[config.mk]
export PLATFORM = sky130hd
export DESIGN_NAME = div
export DESIGN_NICKNAME = d
export VERILOG_FILES = /design/src/rtl/div.sv
export SDC_FILE = /design/constraint.sdc
export NUM_CORES = 1
export LEC_CHECK = 0
export BUFFER_PORTS_ARGS = -buffer_cell sky130_fd_sc_hd__buf_2
export CAP_MARGIN = 0
export CELL_PAD_IN_SITES_DETAIL_PLACEMENT = 1
export CELL_PAD_IN_SITES_GLOBAL_PLACEMENT = 2
export CORE_MARGIN = 5
export CORE_UTILIZATION = 38
export DETAILED_ROUTE_END_ITERATION = 10
export HOLD_SLACK_MARGIN = 0.05
export PLACE_DENSITY_LB_ADDON = 0.2
export SLEW_MARGIN = 10
export SYNTH_ARGS = -nofsm -noshare
export SYNTH_HDL_FRONTEND = slang
export SYNTH_SLANG_ARGS = --single-unit
export TNS_END_PERCENT = 20
[constraint.sdc]
create_clock -name clk -period 4.45 [get_ports clk]
set_clock_uncertainty 0.2 [all_clocks]
set_input_delay 0.2225 -clock clk [delete_from_list [all_inputs] [get_ports clk]]
set_output_delay 0.2225 -clock clk [all_outputs]
set_load 0.02 [all_outputs]
[src/rtl/div.sv]
// Multi-cycle unsigned restoring divider: one quotient bit per clock, start/busy/done handshake.
// A zero divisor completes in a single cycle with an all-ones quotient and dz set.
module div #(
  parameter int unsigned N = 16
) (
  input  logic         clk,
  input  logic         rst_n,
  input  logic         start,
  input  logic [N-1:0] rs1_reg,
  input  logic [N-1:0] rs2_reg,
  output logic         busy,
  output logic         done,
  output logic [N-1:0] div_rd,
  output logic [N-1:0] d_rem,
  output logic         dz
);

  localparam int unsigned CntW = $clog2(N + 1);

  localparam logic [1:0] StIdle = 2'd0;
  localparam logic [1:0] StBusy = 2'd1;
  localparam logic [1:0] StDone = 2'd2;

  logic [1:0]      state_q, state_d;
  logic [N-1:0]    acc_q, acc_d;
  logic [N-1:0]    q_q, q_d;
  logic [N-1:0]    dvs_q, dvs_d;
  logic [CntW-1:0] cnt_q, cnt_d;
  logic [N-1:0]    div_rd_q, div_rd_d;
  logic [N-1:0]    d_rem_q, d_rem_d;
  logic            dz_q, dz_d;

  // The shifted partial remainder is N+1 bits wide so the compare never overflows;
  // once restored it is always below the divisor and therefore fits back into N bits.
  logic [N:0]   shifted;
  logic         ge;
  logic [N-1:0] sub;

  always_comb begin
    shifted = {acc_q, q_q[N-1]};
    ge      = shifted >= {1'b0, dvs_q};
    sub     = shifted[N-1:0] - dvs_q;
  end

  always_comb begin
    state_d  = state_q;
    acc_d    = acc_q;
    q_d      = q_q;
    dvs_d    = dvs_q;
    cnt_d    = cnt_q;
    div_rd_d = div_rd_q;
    d_rem_d  = d_rem_q;
    dz_d     = dz_q;

    case (state_q)
      StIdle, StDone: begin
        if (start) begin
          dvs_d = rs2_reg;
          if (rs2_reg == '0) begin
            state_d  = StDone;
            div_rd_d = '1;
            d_rem_d  = rs1_reg;
            dz_d     = 1'b1;
          end else begin
            state_d = StBusy;
            acc_d   = '0;
            q_d     = rs1_reg;
            cnt_d   = CntW'(N);
          end
        end else begin
          state_d = StIdle;
        end
      end

      StBusy: begin
        acc_d = ge ? sub : shifted[N-1:0];
        q_d   = {q_q[N-2:0], ge};
        cnt_d = cnt_q - 1'b1;
        if (cnt_q == CntW'(1)) begin
          state_d  = StDone;
          div_rd_d = q_d;
          d_rem_d  = acc_d;
          dz_d     = 1'b0;
        end
      end

      default: state_d = StIdle;
    endcase
  end

  always_ff @(posedge clk or negedge rst_n) begin
    if (!rst_n) begin
      state_q  <= StIdle;
      acc_q    <= '0;
      q_q      <= '0;
      dvs_q    <= '0;
      cnt_q    <= '0;
      div_rd_q <= '0;
      d_rem_q  <= '0;
      dz_q     <= 1'b0;
    end else begin
      state_q  <= state_d;
      acc_q    <= acc_d;
      q_q      <= q_d;
      dvs_q    <= dvs_d;
      cnt_q    <= cnt_d;
      div_rd_q <= div_rd_d;
      d_rem_q  <= d_rem_d;
      dz_q     <= dz_d;
    end
  end

  assign busy   = (state_q == StBusy);
  assign done   = (state_q == StDone);
  assign div_rd = div_rd_q;
  assign d_rem  = d_rem_q;
  assign dz     = dz_q;

endmodule
# Yosys cells after proc, flatten, opt, wreduce, memory -nomap -nowiden
# Cells that the tools add are included.
[word_totals]
ff_bits = 88
in_bits = 35
output_inout_bits = 35
elab_cells = 51
[classes]
add_sub_neg = 2
n_lt_le_gt_ge = 1
eq_ne = 7
muxes = 26
n_reduce_logical = 7
[op_table]
columns = ["op", "count"]
rows = [
  ["$mux 16", 11],
  ["$pmux 16 s2", 4],
  ["$ge 17x16->1", 1],
  ["$logic_not 16->1", 1],
  ["$sub 16x16->16", 1],
  ["$mux 5", 2],
  ["$pmux 5 s2", 1],
  ["$mux 2", 3],
  ["$ne 2x2->1 const B", 3],
  ["$eq 5x1->1 const B", 1],
  ["$sub 5x1->5 const B", 1],
  ["$pmux 2 s2", 1],
  ["$reduce_and 4->1", 1],
  ["$mux 1", 3],
  ["$reduce_and 3->1", 1],
  ["$eq 2x1->1 const B", 1],
  ["$eq 2x2->1 const B", 1],
  ["$logic_not 2->1", 1],
  ["$ne 2x1->1 const B", 1],
  ["$pmux 1 s2", 1],
  ["$reduce_and 2->1", 1],
  ["$reduce_bool 2->1", 1],
  ["$reduce_or 2->1", 1],
]

# Longest topological paths before layout
[logic_depth]
depth_word = 4
ltp_mapped = 12
mapped_depth_nobuf = 10

# Worst setup path before layout
# OpenSTA, ideal clock, no wires.
[synth_path]
path_kind = "register -> register"
start = "register acc_q[5]"
end = "register d_rem_q[11] (netlist: d_rem[11])"
setup_ns = 0.130
arrival_ns = 2.125
required_ns = 4.120
setup_slack_ns = 1.996
stages_incl_launch_ff = 11
path_buffers = 3
period_less_slack_ns = 2.454
path_cell_list = "dfrtp_1 > ha_1 > buf_6 > a21o_1 > a21oi_2 > o21bai_1 > o31a_1 > buf_6 > buf_6 > nor4_1 > nor3_2"
[synth_via]
elab_chain_cells = 4
word_cells_on_any_way = 5
classes_between = "add/sub: 1; order compare: 1; mux: 3"
[synth_lines]
columns = ["item", "line_no", "rtl"]
rows = [
  ["from (decl)", "25", "logic [N-1:0] acc_q, acc_d;"],
  ["from (signal assigned)", "94", "acc_q <= '0;"],
  ["from (signal assigned)", "103", "acc_q <= acc_d;"],
  ["$sub 16x16->16 / $ge 17x16->1 (equally long branches)", "42, 41", ""],
  ["$mux 16 (*)", "76", "acc_d = ge ? sub : shifted[N-1:0];"],
  ["$mux 16 (*)", "79", "if (cnt_q == CntW'(1)) begin"],
  ["$pmux 16 s2 (*)", "55", "case (state_q)"],
  ["to (signal assigned)", "108", "d_rem_q <= d_rem_d;"],
  ["to (decl)", "30", "logic [N-1:0] d_rem_q, d_rem_d;"],
]
# Every way passes the cells marked *; elsewhere a longest branch is shown, timed or not. The select of a mux whose other input is x is not followed.
# A chain may end at the register's enable or synchronous reset.

# Worst setup path in the final report
[layout_path]
start = "register acc_q[10]"
end = "register acc_q[5]"
[layout_via]
elab_chain_cells = 3
[layout_lines]
columns = ["item", "line_no", "rtl"]
rows = [
  ["$ge 17x16->1", "41", "ge = shifted >= {1'b0, dvs_q};"],
  ["$mux 16", "76", ""],
  ["$pmux 16 s2", "55", ""],
]
# No other way between the ends.

==> metrics <==
Final period util=71.4%; Setup Buffers After CTS=0; via count=around 4,700; FF-to-FF Start=acc_q[10]; max-capacitance violation count=0; core footprint=roughly 13,000 um2; synthesized area per cell=8.94 um2; post-layout min period=~3.2 ns; DRC viols=0; Setup WS post-layout=between 1 and 1.5 ns; Worst Setup Path Type=flop to flop; CP Max Fanout=19; worst hold path depth=3; leading area contributor after synthesis=dfrtp_1; HPWL Detailed=between 10,000 and 15,000 um; ys async rst share=100%; Worst Tran Pin Value=around 1.1 ns; Cell Chain, Critical Path=ha_1, nand3_2, or4_4, o21ai_2, buf_4, nor3_1, o31ai_1; Startpoint Class=flop; DIE AREA=between 15,000 and 20,000 um2; fmax=between 300 and 400 MHz; r2r setup slk=1.27 ns; CTS root buf=clkbuf_16; max-slew violation count=0; largest net degree at the start of global routing=between 40 and 50; P&R area growth vs syn=20.1%; layout cells sized above 1=16.7%; Initial Util=39.2%; Site Rows=42; Clock Pin Slew Worst Setup and Hold Paths=~0.070 ns; RSZ-0062 raised after global routing=false; synthesized flop and latch total=slightly below 90; post-synthesis cell type count=68; Yosys warning total=0; first-pass GRT wire length=roughly 26,000 um; commonest cells after routing, fill and taps aside=88 x dfrtp_1, 86 x nand2_1, 68 x buf_2; Critical Path End Type=flop; Worst path slowest cell=o21ai_2; top cells by area, synth=dfrtp_1 42%, o21ai_0 6.2%, nand2_1 6.2%, ha_1 4.3%, mux2i_1 3.4%; Detailed Route WL=around 16,000 um; PwrDens=roughly 920 nW/um2; reg2reg path depth=7; Die Ht=127 um; Endpoint, Worst Hold=q_q[4]; total negative slack=0 ns; grt total ovfl=0; total track usage=between 15 and 20%; vias in the first global route=roughly 4,800; Min-Delay Startpoint=rs1_reg[4]; Hold WC Path Type=input port to flop; chip width=approximately 130 um; Final ANT Viol Nets=0; ant diodes=0; Nets=between 700 and 800; DP Worst Slack=1.29 ns; clk_lat worst skew=approximately 0.35 ns; clk buf depth=2; CP arrival=3.23 ns; I/O Buffers=around 70; Initial DRT Pass Iterations=4; post-synthesis cell count=around 590; Yosys top cell area share=42.1%; synthesized net count=between 600 and 700; post-DR wirelength/cell=18.7 um; TritonCTS clock tree=done; sequential-to-total area share from yosys stat=between 40% and 50%; routability congestion estimate=between 0.8 and 0.9; RR Endpoint=acc_q[5]; Clock Sinks=88; DR iter-0 viols=231; Synth Flop Type=dfrtp_1; CP max stage delay=~0.64 ns; Pleak=between 0.002 and 0.003 uW; # IOs=70; status=finished clean; number of synthesized flops with an enable pin=0; CP required=~4.5 ns; commonest non-fill, non-tap cell in the layout=dfrtp_1; initial antenna violation count=0; htree depth=3; maximum vdd drop=approximately 0.00036 V; Mapped Area=~5200 um2; Slew HR=between 20% and 30%; Final setup viols=0; DR vias/cell=5.57; CTS Buf Count=9; Final Hold Vio Count=0
## metrics by stage
stage / hold WS [ns] / cell area (um2) / util [%] / total power [uW] / instances
detailed placement: 0.0768 / 5640 / 42.3 / 4940 / 798
finish: 0.0596 / 6280 / 47.1 / 5810 / 846
global route: 0.0930 / 6280 / 47.1 / 6270 / 846
floorplan: -0.273 / 5230 / - / 4040 / 585
CTS: 0.0666 / 6280 / 47.1 / 5840 / 846
global placement: 0.0735 / 5640 / 42.3 / 4850 / 798
## layer usage
layer  GRT usage [%]  vias up  part of all wire [%]
li1                -     2284                     -
met3            2.46       12                   4.1
met1            27.4     2330                    47
met2            32.9       90                    48
met5               0        -                     0
met4            5.87        0                   1.3
## cell type report
type / instances / area [um2]
clock buffer: 12 / 246
clock inverter: 4 / 77.6
fill: 1562 / 7060
inverter: 26 / 97.6
multi-input combinational: 427 / 2680
sequential: 88 / 2200
tap: 176 / 220
timing repair buffer: 113 / 758
## state kept, by name, summed over array words and instances, names as in the netlist
signal	cells
q_q	16
dz	1
acc_q	16
state_q	2
div_rd	16
d_rem	16
dvs_q	16
cnt_q	5
## logic make-up (layout without fill, tap and decap cells)
family	after synthesis	count (layout)	share of synthesized area, %
AND/OR/NAND/NOR	201	201	18.1
XOR/XNOR	8	8	1.34
AO/OA/AOI/OAI	180	180	23.4
adder cells (fa/ha/maj)	19	19	4.69
flip-flops	88	88	42.1
multiplexers	19	19	3.66
buffers and inverters	70	155	6.67
## worst max-delay path: cells and delay by family, from the launching register on
kind | cells | cell delay (ns)
AOI/OAI and AO/OA | 2 | 0.88
adders and majority gates | 1 | 0.50
buffers and inverters | 1 | 0.30
DFF | 1 | 0.44
and+or+nand+nor | 3 | 0.76
## what timing repair did
item,4_1_cts,5_1_grt
resized for setup,0,0
endpoints found under the setup margin,0,0
hold endpoints to repair,77,0
hold buffers,32,0
## cell usage after synthesis (all sizes together), types with 2 or more instances
| cell | count |
|---|---|
| xnor2 | 6 |
| clkbuf | 19 |
| nand2b | 2 |
| o31a | 2 |
| nand3 | 26 |
| a31oi | 5 |
| nand2 | 87 |
| o2111ai | 4 |
| o21a | 5 |
| nor3 | 12 |
| nor4 | 6 |
| a211oi | 8 |
| nand4 | 13 |
| a21oi | 22 |
| nor2b | 4 |
| o21ai | 68 |
| o31ai | 7 |
| ha | 18 |
| or4 | 4 |
| a41oi | 2 |
| mux2i | 18 |
| dfrtp | 88 |
| xor2 | 2 |
| nor2 | 35 |
| o211ai | 23 |
| inv | 26 |
| and3 | 4 |
| a21o | 6 |
| o22a | 15 |
| buf | 25 |
## power by group
group / switching [uW] / internal (uW)
sequential: 281 / 1200
combinational: 2230 / 1250
clock: 335 / 511
total: 2850 / 2960
## worst max-delay path by stage
stage,from,to
6_report,acc_q[10],acc_q[5]
5_1_grt,acc_q[10],acc_q[5]
3_5_place_dp,acc_q[13],acc_q[5]
3_3_place_gp,acc_q[8],acc_q[12]
4_1_cts,acc_q[13],acc_q[5]
2_1_floorplan,acc_q[5],d_rem[11]
Note: power is estimated with default switching activity, not from simulation.
